===== src/rtl/led_pkg.sv =====
// Shared types, default constants and the triangle-wave helper for the LED breathing PWM.
package led_pkg;

    typedef enum logic [1:0] {
        ST_IDLE = 2'd0,
        ST_RUN  = 2'd1,
        ST_STOP = 2'd2
    } led_state_e;

    localparam int unsigned PWM_W_DEF  = 8;
    localparam int unsigned NUM_CH_DEF = 8;
    localparam int unsigned PWM_MAX    = (1 << PWM_W_DEF) - 1;
    localparam int unsigned CH_OFFSET  = (1 << (PWM_W_DEF + 1)) / NUM_CH_DEF;

    // Triangle of a (w+1)-bit phase: rising half passes the low bits, falling half inverts them.
    function automatic logic [31:0] tri_wave(input logic [31:0] p, input int unsigned w);
        logic [31:0] mask;
        mask = (32'd1 << w) - 32'd1;
        return p[w] ? (~p & mask) : (p & mask);
    endfunction

endpackage


===== src/rtl/led_pwm_ch.sv =====
// One PWM channel: compares the shared counter with this channel's duty and registers the LED bit.
module led_pwm_ch #(
    parameter int unsigned PWM_W          = 8,
    parameter bit          LED_ACTIVE_LOW = 1'b1
) (
    input  logic             Clk50M,
    input  logic             Rst_n,
    input  logic [PWM_W-1:0] duty,
    input  logic [PWM_W-1:0] pwm_cnt,
    output logic             led
);

    logic lit;

    // Lit while the counter is below the duty; duty 0 never lights, duty PWM_MAX always does.
    always_comb begin
        lit = (pwm_cnt < duty);
    end

    // Register the drive level, applying the board's LED polarity.
    always_ff @(posedge Clk50M or negedge Rst_n) begin
        if (!Rst_n) begin
            led <= LED_ACTIVE_LOW;
        end else begin
            led <= LED_ACTIVE_LOW ? ~lit : lit;
        end
    end

endmodule


===== src/rtl/led_breath_pwm.sv =====
// Breathing LED bank: upstream 2 kHz ticks step a triangle phase, channels are phase-staggered PWM.
// Optional build macro LED_BREATH_GAMMA_EN squares each duty for a perceptual ramp.
module led_breath_pwm
    import led_pkg::*;
#(
    parameter int unsigned PWM_W          = PWM_W_DEF,
    parameter int unsigned STEP_TICKS     = 4,
    parameter int unsigned NUM_CH         = NUM_CH_DEF,
    parameter bit          LED_ACTIVE_LOW = 1'b1
) (
    input  logic              Clk50M,
    input  logic              Rst_n,
    input  logic              Tick_n,
    input  logic              En,
    output logic [NUM_CH-1:0] Led,
    output logic [PWM_W-1:0]  Duty,
    output logic              Dir,
    output logic              Busy
);

    localparam int unsigned PH_W    = PWM_W + 1;
    localparam int unsigned PH_OFF  = (1 << PH_W) / NUM_CH;
    localparam int unsigned DIV_W   = (STEP_TICKS > 1) ? $clog2(STEP_TICKS) : 1;
    localparam int unsigned PWM_TOP = (1 << PWM_W) - 2;  // last count, so period is PWM_MAX

    led_state_e        state;
    logic [PH_W-1:0]   ph;
    logic [PH_W-1:0]   ph_next;
    logic [DIV_W-1:0]  div_cnt;
    logic [PWM_W-1:0]  pwm_cnt;
    logic              tick_prev;
    logic              tick;
    logic              step;

    // Falling-edge tick detect and divider terminal count.
    always_comb begin
        tick    = tick_prev & ~Tick_n;
        step    = tick && (div_cnt == DIV_W'(STEP_TICKS - 1));
        ph_next = ph + PH_W'(1);
    end

    // Run/stop state machine with the tick divider and the phase accumulator.
    always_ff @(posedge Clk50M or negedge Rst_n) begin
        if (!Rst_n) begin
            state     <= ST_IDLE;
            ph        <= '0;
            div_cnt   <= '0;
            tick_prev <= 1'b1;
        end else begin
            tick_prev <= Tick_n;
            unique case (state)
                ST_IDLE: begin
                    // A tick coinciding with the start request is deliberately dropped.
                    ph      <= '0;
                    div_cnt <= '0;
                    if (En) begin
                        state <= ST_RUN;
                    end
                end
                ST_RUN, ST_STOP: begin
                    if (step) begin
                        div_cnt <= '0;
                        ph      <= ph_next;
                    end else if (tick) begin
                        div_cnt <= div_cnt + DIV_W'(1);
                    end
                    if (state == ST_RUN) begin
                        if (!En) begin
                            state <= ST_STOP;
                        end
                    end else if (En) begin
                        state <= ST_RUN;
                    end else if (step && (ph_next == '0)) begin
                        // Channel 0 has just faded to zero, so the bank goes dark cleanly.
                        state <= ST_IDLE;
                    end
                end
                default: begin
                    state <= ST_IDLE;
                end
            endcase
        end
    end

    // Free-running PWM counter shared by all channels.
    always_ff @(posedge Clk50M or negedge Rst_n) begin
        if (!Rst_n) begin
            pwm_cnt <= '0;
        end else if (pwm_cnt == PWM_W'(PWM_TOP)) begin
            pwm_cnt <= '0;
        end else begin
            pwm_cnt <= pwm_cnt + PWM_W'(1);
        end
    end

    // Status outputs decoded from the phase and state registers.
    always_comb begin
        Dir  = ~ph[PH_W-1];
        Busy = (state != ST_IDLE);
    end

    for (genvar i = 0; i < NUM_CH; i++) begin : g_ch
        logic [PH_W-1:0]  ph_ch;
        logic [PWM_W-1:0] tri_ch;
        logic [PWM_W-1:0] duty_ch;
        logic [PWM_W-1:0] duty_gated;

        assign ph_ch  = ph + PH_W'(i * PH_OFF);
        assign tri_ch = PWM_W'(tri_wave(32'(ph_ch), PWM_W));

`ifdef LED_BREATH_GAMMA_EN
        logic [2*PWM_W-1:0] sq;
        assign sq      = tri_ch * tri_ch;
        assign duty_ch = sq[2*PWM_W-1:PWM_W];
`else
        assign duty_ch = tri_ch;
`endif

        // Idle forces every channel dark even though staggered phases are non-zero.
        assign duty_gated = (state == ST_IDLE) ? '0 : duty_ch;

        if (i == 0) begin : g_duty
            assign Duty = duty_ch;
        end

        led_pwm_ch #(
            .PWM_W         (PWM_W),
            .LED_ACTIVE_LOW(LED_ACTIVE_LOW)
        ) u_ch (
            .Clk50M (Clk50M),
            .Rst_n  (Rst_n),
            .duty   (duty_gated),
            .pwm_cnt(pwm_cnt),
            .led    (Led[i])
        );
    end

endmodule


===== config.mk =====
export PLATFORM = sky130hd
export DESIGN_NAME = led_breath_pwm
export DESIGN_NICKNAME = d
export VERILOG_FILES = /design/src/rtl/led_pkg.sv /design/src/rtl/led_pwm_ch.sv /design/src/rtl/led_breath_pwm.sv
export SDC_FILE = /design/constraint.sdc
export NUM_CORES = 1
export LEC_CHECK = 0
export ABC_CLOCK_PERIOD_IN_PS = 5400
export BUFFER_PORTS_ARGS = -buffer_cell sky130_fd_sc_hd__buf_2
export CORE_ASPECT_RATIO = 0.9
export CORE_MARGIN = 2
export CORE_UTILIZATION = 26
export DETAILED_ROUTE_END_ITERATION = 10
export GPL_ROUTABILITY_DRIVEN = 0
export PLACE_DENSITY_LB_ADDON = 0.25
export SLEW_MARGIN = 25
export SYNTH_ARGS = -nofsm -noshare
export SYNTH_HDL_FRONTEND = slang
export SYNTH_SLANG_ARGS = --single-unit

===== constraint.sdc =====
create_clock -name Clk50M -period 5.4 [get_ports Clk50M]
set_clock_uncertainty 0.2 [all_clocks]
set_input_delay 1.35 -clock Clk50M [delete_from_list [all_inputs] [get_ports Clk50M]]
set_output_delay 1.35 -clock Clk50M [all_outputs]
set_load 0.01 [all_outputs]

==> results of run 1 <==
## power by group through the flow
stage | Sequential (uW) | Combinational [uW] | Clock, uW
after floorplan | 296 | 457 | 0
after global placement | 302 | 548 | 0
after detailed placement | 302 | 559 | 0
after CTS | 298 | 561 | 304
after global routing | 302 | 644 | 310
final | 297 | 556 | 290
## cell usage after synthesis, types with 4 or more instances
cell / count / share of area [%]
ha_1: 65 / 25
nand2_1: 43 / 4.9
nand2b_1: 27 / 5.1
xnor2_1: 26 / 6.9
nor2_1: 23 / 2.6
a21oi_1: 21 / 3.2
dfrtp_1: 21 / 16
o21ai_0: 18 / 2.7
nand3_1: 16 / 2.4
xor2_1: 14 / 3.7
a21o_1: 11 / 2.5
clkbuf_1: 11 / 1.2
nand4_1: 10 / 1.9
dfstp_2: 9 / 7.1
inv_1: 9 / 1.0
and3_1: 8 / 1.5
buf_4: 8 / 1.8
buf_2: 7 / 1.1
o211ai_1: 7 / 1.6
nor3_1: 5 / 0.75
o21a_1: 4 / 0.91
## per-layer routing
metal / wire, um / vias up / global-route usage [%]
li1: - / 1369 / -
met1: 4137 / 1218 / 18.19
met2: 3487 / 25 / 18.82
met3: 217 / 10 / 2.829
met4: 102 / 0 / 3.712
met5: 0 / - / 0
## kinds of logic (layout without fill, tap and decap cells)
| group | count (synthesis) | after routing | synth area share [%] |
|---|---|---|---|
| AOI/OAI and AO/OA | 73 | 73 | 13.82 |
| xor gates and xnor gates | 40 | 40 | 10.57 |
| adders and majority gates | 65 | 65 | 24.54 |
| buffers and inverters | 37 | 40 | 5.361 |
| DFF | 30 | 30 | 22.99 |
| muxes | 6 | 6 | 1.925 |
| and+or+nand+nor | 140 | 140 | 20.80 |
## worst register-to-register path: stages, from the launching register on
cell and delay [ns]:
dfrtp_1 0.72, ha_1 0.35, xor2_1 0.65, xnor2_1 0.16, nand2b_1 0.18, ha_1 0.31, a21o_1 0.18, a211oi_1 0.23
o211ai_1 0.12
## cell type report
| type | count | area share [%] |
|---|---|---|
| inverters | 9 | 0.9275 |
| repair buffers | 23 | 3.298 |
| flip-flops and latches | 30 | 20.92 |
| clock buffers | 8 | 4.019 |
| multi-input cells | 324 | 65.20 |
| well taps | 164 | 5.634 |
## worst max path at each step
stage	slack, ns	cells after the start	to	startpoint
CTS	2.01	2	Duty[3]	ph[8]$_DFFE_PN0P_
finish	2.07	2	Duty[3]	ph[8]$_DFFE_PN0P_
floorplan	2.24	6	Busy	state[0]$_DFFE_PN0P_
global route	1.95	8	g_ch[1].u_ch.led$_DFF_PN1_	ph[7]$_DFFE_PN0P_
global placement	2.25	8	g_ch[1].u_ch.led$_DFF_PN1_	ph[7]$_DFFE_PN0P_
detailed placement	2.19	8	g_ch[1].u_ch.led$_DFF_PN1_	ph[7]$_DFFE_PN0P_
## flip-flops by register name, indices dropped and copies added, names as in the netlist
name and count:
pwm_cnt 8, div_cnt 2, state 2, ph 9
g_ch.u_ch.led 8, tick_prev 1
## per-stage QoR
step | hold slack [ns] | std cells | util (%) | power, uW | worst slack, ns
after floorplan | 0.2959 | 391 | - | 752.4 | 2.237
after CTS | 0.3394 | 558 | 28.93 | 1164 | 2.014
final | 0.3357 | 558 | 28.93 | 1143 | 2.066
after global placement | 0.3199 | 550 | 27.77 | 849.9 | 2.248
after global routing | 0.3695 | 558 | 28.93 | 1256 | 1.947
after detailed placement | 0.3232 | 550 | 27.77 | 860.8 | 2.187
==> summary.md, run 1 <==
| Metric | Value |
|---|---|
| First-pass GRT wire length | `13.49 mm` |
| Post-CTS clock slew at the launch and capture registers of the worst setup and hold paths | `0.05 ns` |
| Max-Slew Margin vs Limit | `47.65%` |
| Die area | `13670 um^2` |
| Hold buffers post-CTS | `0` |
| Clock latency at the later pin of the worst-skew pair | `0.29 ns` |
| Min-delay src | `div_cnt[1]$_DFFE_PN0P_` |
| Row Count | `39` |
| Number of routed nets with antenna violations | `0` |
| Number of top-level design ports | `22` |
| CTS tree | `done` |
| Setup tns final | `0 ns` |
| Pin count of the biggest net entering global routing | `58` |
| Static leakage | `0.001750 uW` |
| Max-slew violation count | `0` |
| Detailed-route wire length per cell | `14.24 um` |
| PD cells | `313.9 nW/um^2` |
| Number of nets in the final layout | `462` |
| Vias in the first global route | `2571` |
| Worst setup path category | `reg2out` |
| Ys Warns | `0` |
| Count of unresolved DRC violations after routing | `0` |
| Worst R2R Start | `ph[7]$_DFFE_PN0P_` |
| Starting density of the core | `26.33%` |
| Critical Path Slowest Stage Cell | `dfrtp_1` |
| Max Fanout on Critical Path | `15` |
| Crit path buffers/inverters | `1` |
| Routed wire length | `7.945 mm` |
| Net Sw Power | `455.6 uW` |
| Layout overhead on the synthesized area | `9.890%` |
| Post-route standard cell area excluding fillers | `3642 um^2` |
| Outcome | `finished, final reports clean` |
| Clock buffer count from CTS | `5` |
| EDFF count, synth | `0` |
| Instance area after placement | `3496 um^2` |
| Combinational share of power | `48.7%` |
| Kind of cell with the highest combined delay on the critical path | `flip-flops` |
| Total number of clock tree sinks | `30` |
| Cells on worst reg2reg path | `8` |
| DRT iter0 DRCs | `113` |
| Die H | `111.1 um` |
| HPWL after detailed placement | `5.909 mm` |
| H-tree depth reported by CTS | `2` |
| Synthesized netlist net count | `460` |
| Max Root-Sink Buffers | `2` |
| Flop-to-flop setup slack | `2.23 ns` |
| Worst hold path class | `reg2reg` |
| Critical path cell sequence | `xor2_1 -> buf_2` |
| Cell internal pwr | `687.9 uW` |
| Most common library cell in the layout ignoring fill and taps | `ha_1` |
| Number of failing hold endpoints at the final stage | `0` |
| Most frequent cells in the layout | `65 x ha_1, 43 x nand2_1, 27 x nand2b_1` |
| GRT Resource Usage Total | `12.67%` |
| Startpoint type of the worst setup path | `flop` |
| Sequential area share after synthesis | `22.99%` |
| Vias per cell | `4.699` |
| Total global routing overflow | `0` |
| IR Drop Worst-Case VDD | `163.5 uV` |
| Iteration count of the initial detailed-routing pass | `4` |
| Hold-critical path endpoint | `div_cnt[1]$_DFFE_PN0P_` |
| Endpoint of the worst register-to-register path | `g_ch[1].u_ch.led$_DFF_PN1_` |
| Clk root buf | `clkbuf_16` |
| Delay of the slowest cell on the worst path | `0.75 ns` |
| Die X | `123.0 um` |
| Synthesis-stage register bit count | `30` |
| Fraction of synthesis flops using an asynchronous set or reset pin | `100.0%` |
| Area taken by flip-flops and latches | `762.0 um^2` |
| Final period util | `61.73%` |
| Synthesized cell area | `3314 um^2` |
| Synth Instances | `391` |
| Post-CTS setup buffer count | `0` |
| CP Capture Type | `output pin` |
| Achievable Freq | `0.3000 GHz` |
| Share of cells above drive strength 1 | `10.41%` |
| Ant. Diodes | `0` |
| Post-synthesis average cell area | `8.477 um^2` |
| Worst Max-Slew Pin Slew | `0.7826 ns` |
| Hold depth | `1` |
| Ys flop type | `dfrtp_1` |
| Time the worst path needs with I/O delays and setup | `3.334 ns` |
| Count of cell types in the netlist | `37` |
| Proportion of power drawn by flip-flops and latches | `25.9%` |
| Required time of the critical path | `3.85 ns` |
| Count of input and output buffers | `21` |
| Initial antenna violation count | `0` |
| Core box area | `12590 um^2` |
| Fillcell total | `1367` |
| Area of the multi-input gates | `2375 um^2` |
| Power share of the clock group | `25.4%` |
| Sw Ratio | `39.84%` |
| Max-capacitance violation count | `0` |
| Final setup violation count | `0` |
| Post_cts resized | `0` |
| Total number of vias | `2622` |
| Unrepaired setup endpoints after global routing | `false` |
| CP arrival | `1.78 ns` |
(Power assumes the default switching activity.)
==> run 2: changes to the inputs <==
Settings changed: ABC_CLOCK_PERIOD_IN_PS 5400 to 3400.
Clock period 5.4 ns to 3.4 ns, I/O delays scaled along.
==> run 2 against run 1 <==
  * Worst setup slack got worse by 1.6 ns
  * Sequential cell count did not move
  * Critical path depth rose by 7
  * Die area did not move
  * Critical path type is now reg2reg
  * Register-to-register slack got worse by 1.7 ns
  * Critical endpoint is now g_ch[3].u_ch.led$_DFF_PN1_
  * Final cell count rose by 0.18%
==> summary.md, run 2 (synthesis results as in run 1) <==
| Metric | Value |
|---|---|
| Outcome | `finished, final reports clean (unchanged)` |
| Total number of clock tree sinks | `30 (unchanged)` |
| PD cells | `504.3 nW/um^2 (was 313.9 nW/um^2)` |
| Worst hold path class | `reg2reg (unchanged)` |
| First-pass GRT wire length | `13.59 mm (was 13.49 mm)` |
| Global routing usage on met1 | `18.25% (was 18.19%)` |
| Die area | `13670 um^2 (unchanged)` |
| Share of cells above drive strength 1 | `10.89% (was 10.41%)` |
| GRT Resource Usage Total | `12.75% (was 12.67%)` |
| Largest register by flop count | `ph (unchanged)` |
| Max-capacitance violation count | `0 (unchanged)` |
| Max-slew violation count | `0 (unchanged)` |
| Required time of the critical path | `3.41 ns (was 3.85 ns)` |
| Post-route standard cell area excluding fillers | `3664 um^2 (was 3642 um^2)` |
| Core box area | `12590 um^2 (unchanged)` |
| Number of failing hold endpoints at the final stage | `0 (unchanged)` |
| Max Fanout on Critical Path | `14 (was 15)` |
| Number of nets in the final layout | `463 (was 462)` |
| Number of top-level design ports | `22 (unchanged)` |
| Final Power | `1848 uW (was 1143 uW)` |
| Iteration count of the initial detailed-routing pass | `4 (unchanged)` |
| Setup tns final | `0 ns (unchanged)` |
| Max Root-Sink Buffers | `2 (unchanged)` |
| Max FFs per register | `9 (unchanged)` |
| Starting density of the core | `26.33% (unchanged)` |
| CP Capture Type | `flop (was output pin)` |
| Worst Max-Slew Pin Slew | `0.7905 ns (was 0.7826 ns)` |
| HPWL after detailed placement | `5.902 mm (was 5.909 mm)` |
| Final period util | `85.57%` |
| Pin count of the biggest net entering global routing | `43 (was 58)` |
| Time the worst path needs with I/O delays and setup | `2.909 ns` |
| Startpoint type of the worst setup path | `flop (unchanged)` |
| DRT iter0 DRCs | `149 (was 113)` |
| CTS tree | `done (unchanged)` |
| Instance area after placement | `3516 um^2 (was 3496 um^2)` |
| Achievable Freq | `0.3437 GHz` |
| Post-CTS setup buffer count | `0 (unchanged)` |
| Vias per cell | `4.758 (was 4.699)` |
| Die H | `111.1 um (unchanged)` |
| Detailed-route wire length per cell | `14.66 um (was 14.24 um)` |
| Final setup violation count | `0 (unchanged)` |
| Top flop regs | `ph: 9 flops, g_ch.u_ch.led: 8 flops, pwm_cnt: 8 flops (unchanged)` |
| Most frequent cells in the layout | `65 x ha_1, 43 x nand2_1, 27 x nand2b_1 (unchanged)` |
| Post_cts resized | `0 (unchanged)` |
| Count of input and output buffers | `21 (unchanged)` |
| Unrepaired setup endpoints after global routing | `false (unchanged)` |
| Vias in the first global route | `2608 (was 2571)` |
| CP arrival | `2.92 ns (was 1.78 ns)` |
| Worst setup path category | `reg2reg (was reg2out)` |
| Count of unresolved DRC violations after routing | `0 (unchanged)` |
| Most common library cell in the layout ignoring fill and taps | `ha_1 (unchanged)` |
| Hold buffers post-CTS | `0 (unchanged)` |
| Routed wire length | `8.196 mm (was 7.945 mm)` |
| Clock latency at the later pin of the worst-skew pair | `0.29 ns (about the same)` |
| Total global routing overflow | `0 (unchanged)` |
| Row Count | `39 (unchanged)` |
| Ant. Diodes | `0 (unchanged)` |
| Initial antenna violation count | `0 (unchanged)` |
| Clk root buf | `clkbuf_16 (unchanged)` |
| H-tree depth reported by CTS | `2 (unchanged)` |
| Number of routed nets with antenna violations | `0 (unchanged)` |
| Post-CTS clock slew at the launch and capture registers of the worst setup and hold paths | `0.06 ns (was 0.05 ns)` |
| Static leakage | `0.001763 uW (was 0.001750 uW)` |
| Highest-utilization routing layer at the global route stage | `met2 (unchanged)` |
| Clock buffer count from CTS | `5 (unchanged)` |
| Max-Slew Margin vs Limit | `47.30% (was 47.65%)` |
| Total number of vias | `2660 (was 2622)` |
| Met2 usage in global routing | `19.74% (was 18.82%)` |
| Global-route met3 utilization | `2.572% (was 2.829%)` |
| Die X | `123.0 um (unchanged)` |
| IR Drop Worst-Case VDD | `327.0 uV (was 163.5 uV)` |
| Layout overhead on the synthesized area | `10.53% (was 9.890%)` |
run 2: power breakdown:
| group | switching, uW | internal (uW) |
|---|---|---|
| Clock | 175 | 291 |
| Sequential | 26.7 | 443 |
| Combinational | 535 | 377 |
| Total | 737 | 1110 |
run 2: per-layer routing:
layer / up-vias / wire (um)
met5: - / 0
met4: 0 / 58
met3: 5 / 210
met2: 24 / 3813
met1: 1263 / 4113
li1: 1368 / -
run 2: path summary, 6_finish.rpt:
check / slack [ns] / cells past startpoint / to / start
min in group asynchronous: 0.45 / 1 / pwm_cnt[2]$_DFF_PN0_ / Rst_n
max in group asynchronous: 2.04 / 1 / ph[5]$_DFFE_PN0P_ / Rst_n
min: 0.34 / 1 / div_cnt[1]$_DFFE_PN0P_ / div_cnt[1]$_DFFE_PN0P_
min reg2reg: 0.34 / 1 / div_cnt[1]$_DFFE_PN0P_ / div_cnt[1]$_DFFE_PN0P_
max: 0.49 / 9 / g_ch[3].u_ch.led$_DFF_PN1_ / ph[7]$_DFFE_PN0P_
max reg2reg: 0.49 / 9 / g_ch[3].u_ch.led$_DFF_PN1_ / ph[7]$_DFFE_PN0P_
run 2: worst max-delay path, stage by stage, from the launching register on:
cell,delay (ns)
dfrtp_1,0.72
inv_1,0.15
ha_1,0.37
xor2_1,0.21
xnor2_1,0.18
or2_2,0.28
ha_1,0.29
and4_1,0.20
a21oi_1,0.14
nand3_1,0.10
run 2: layout make-up:
type                    instances  area, um^2
fillers                      1350        8926
multi-input cells             324        2375
flip-flops and latches         30       762.0
well taps                     164       205.2
clock buffers                   7       142.6
repair buffers                 24       140.1
inverters                       9       33.78
clock inverters                 1       5.005
run 2: metrics by stage:
stage          utilization, %  setup WS (ns)  hold WS [ns]  std cells
2_1_floorplan               -         0.4642        0.2959        391
3_3_place_gp            27.93         0.5496        0.3156        551
3_5_place_dp            27.93         0.4979        0.3313        551
4_1_cts                 29.10         0.4953        0.3478        559
5_1_grt                 29.10         0.3321        0.3790        559
6_report                29.10         0.4905        0.3411        559
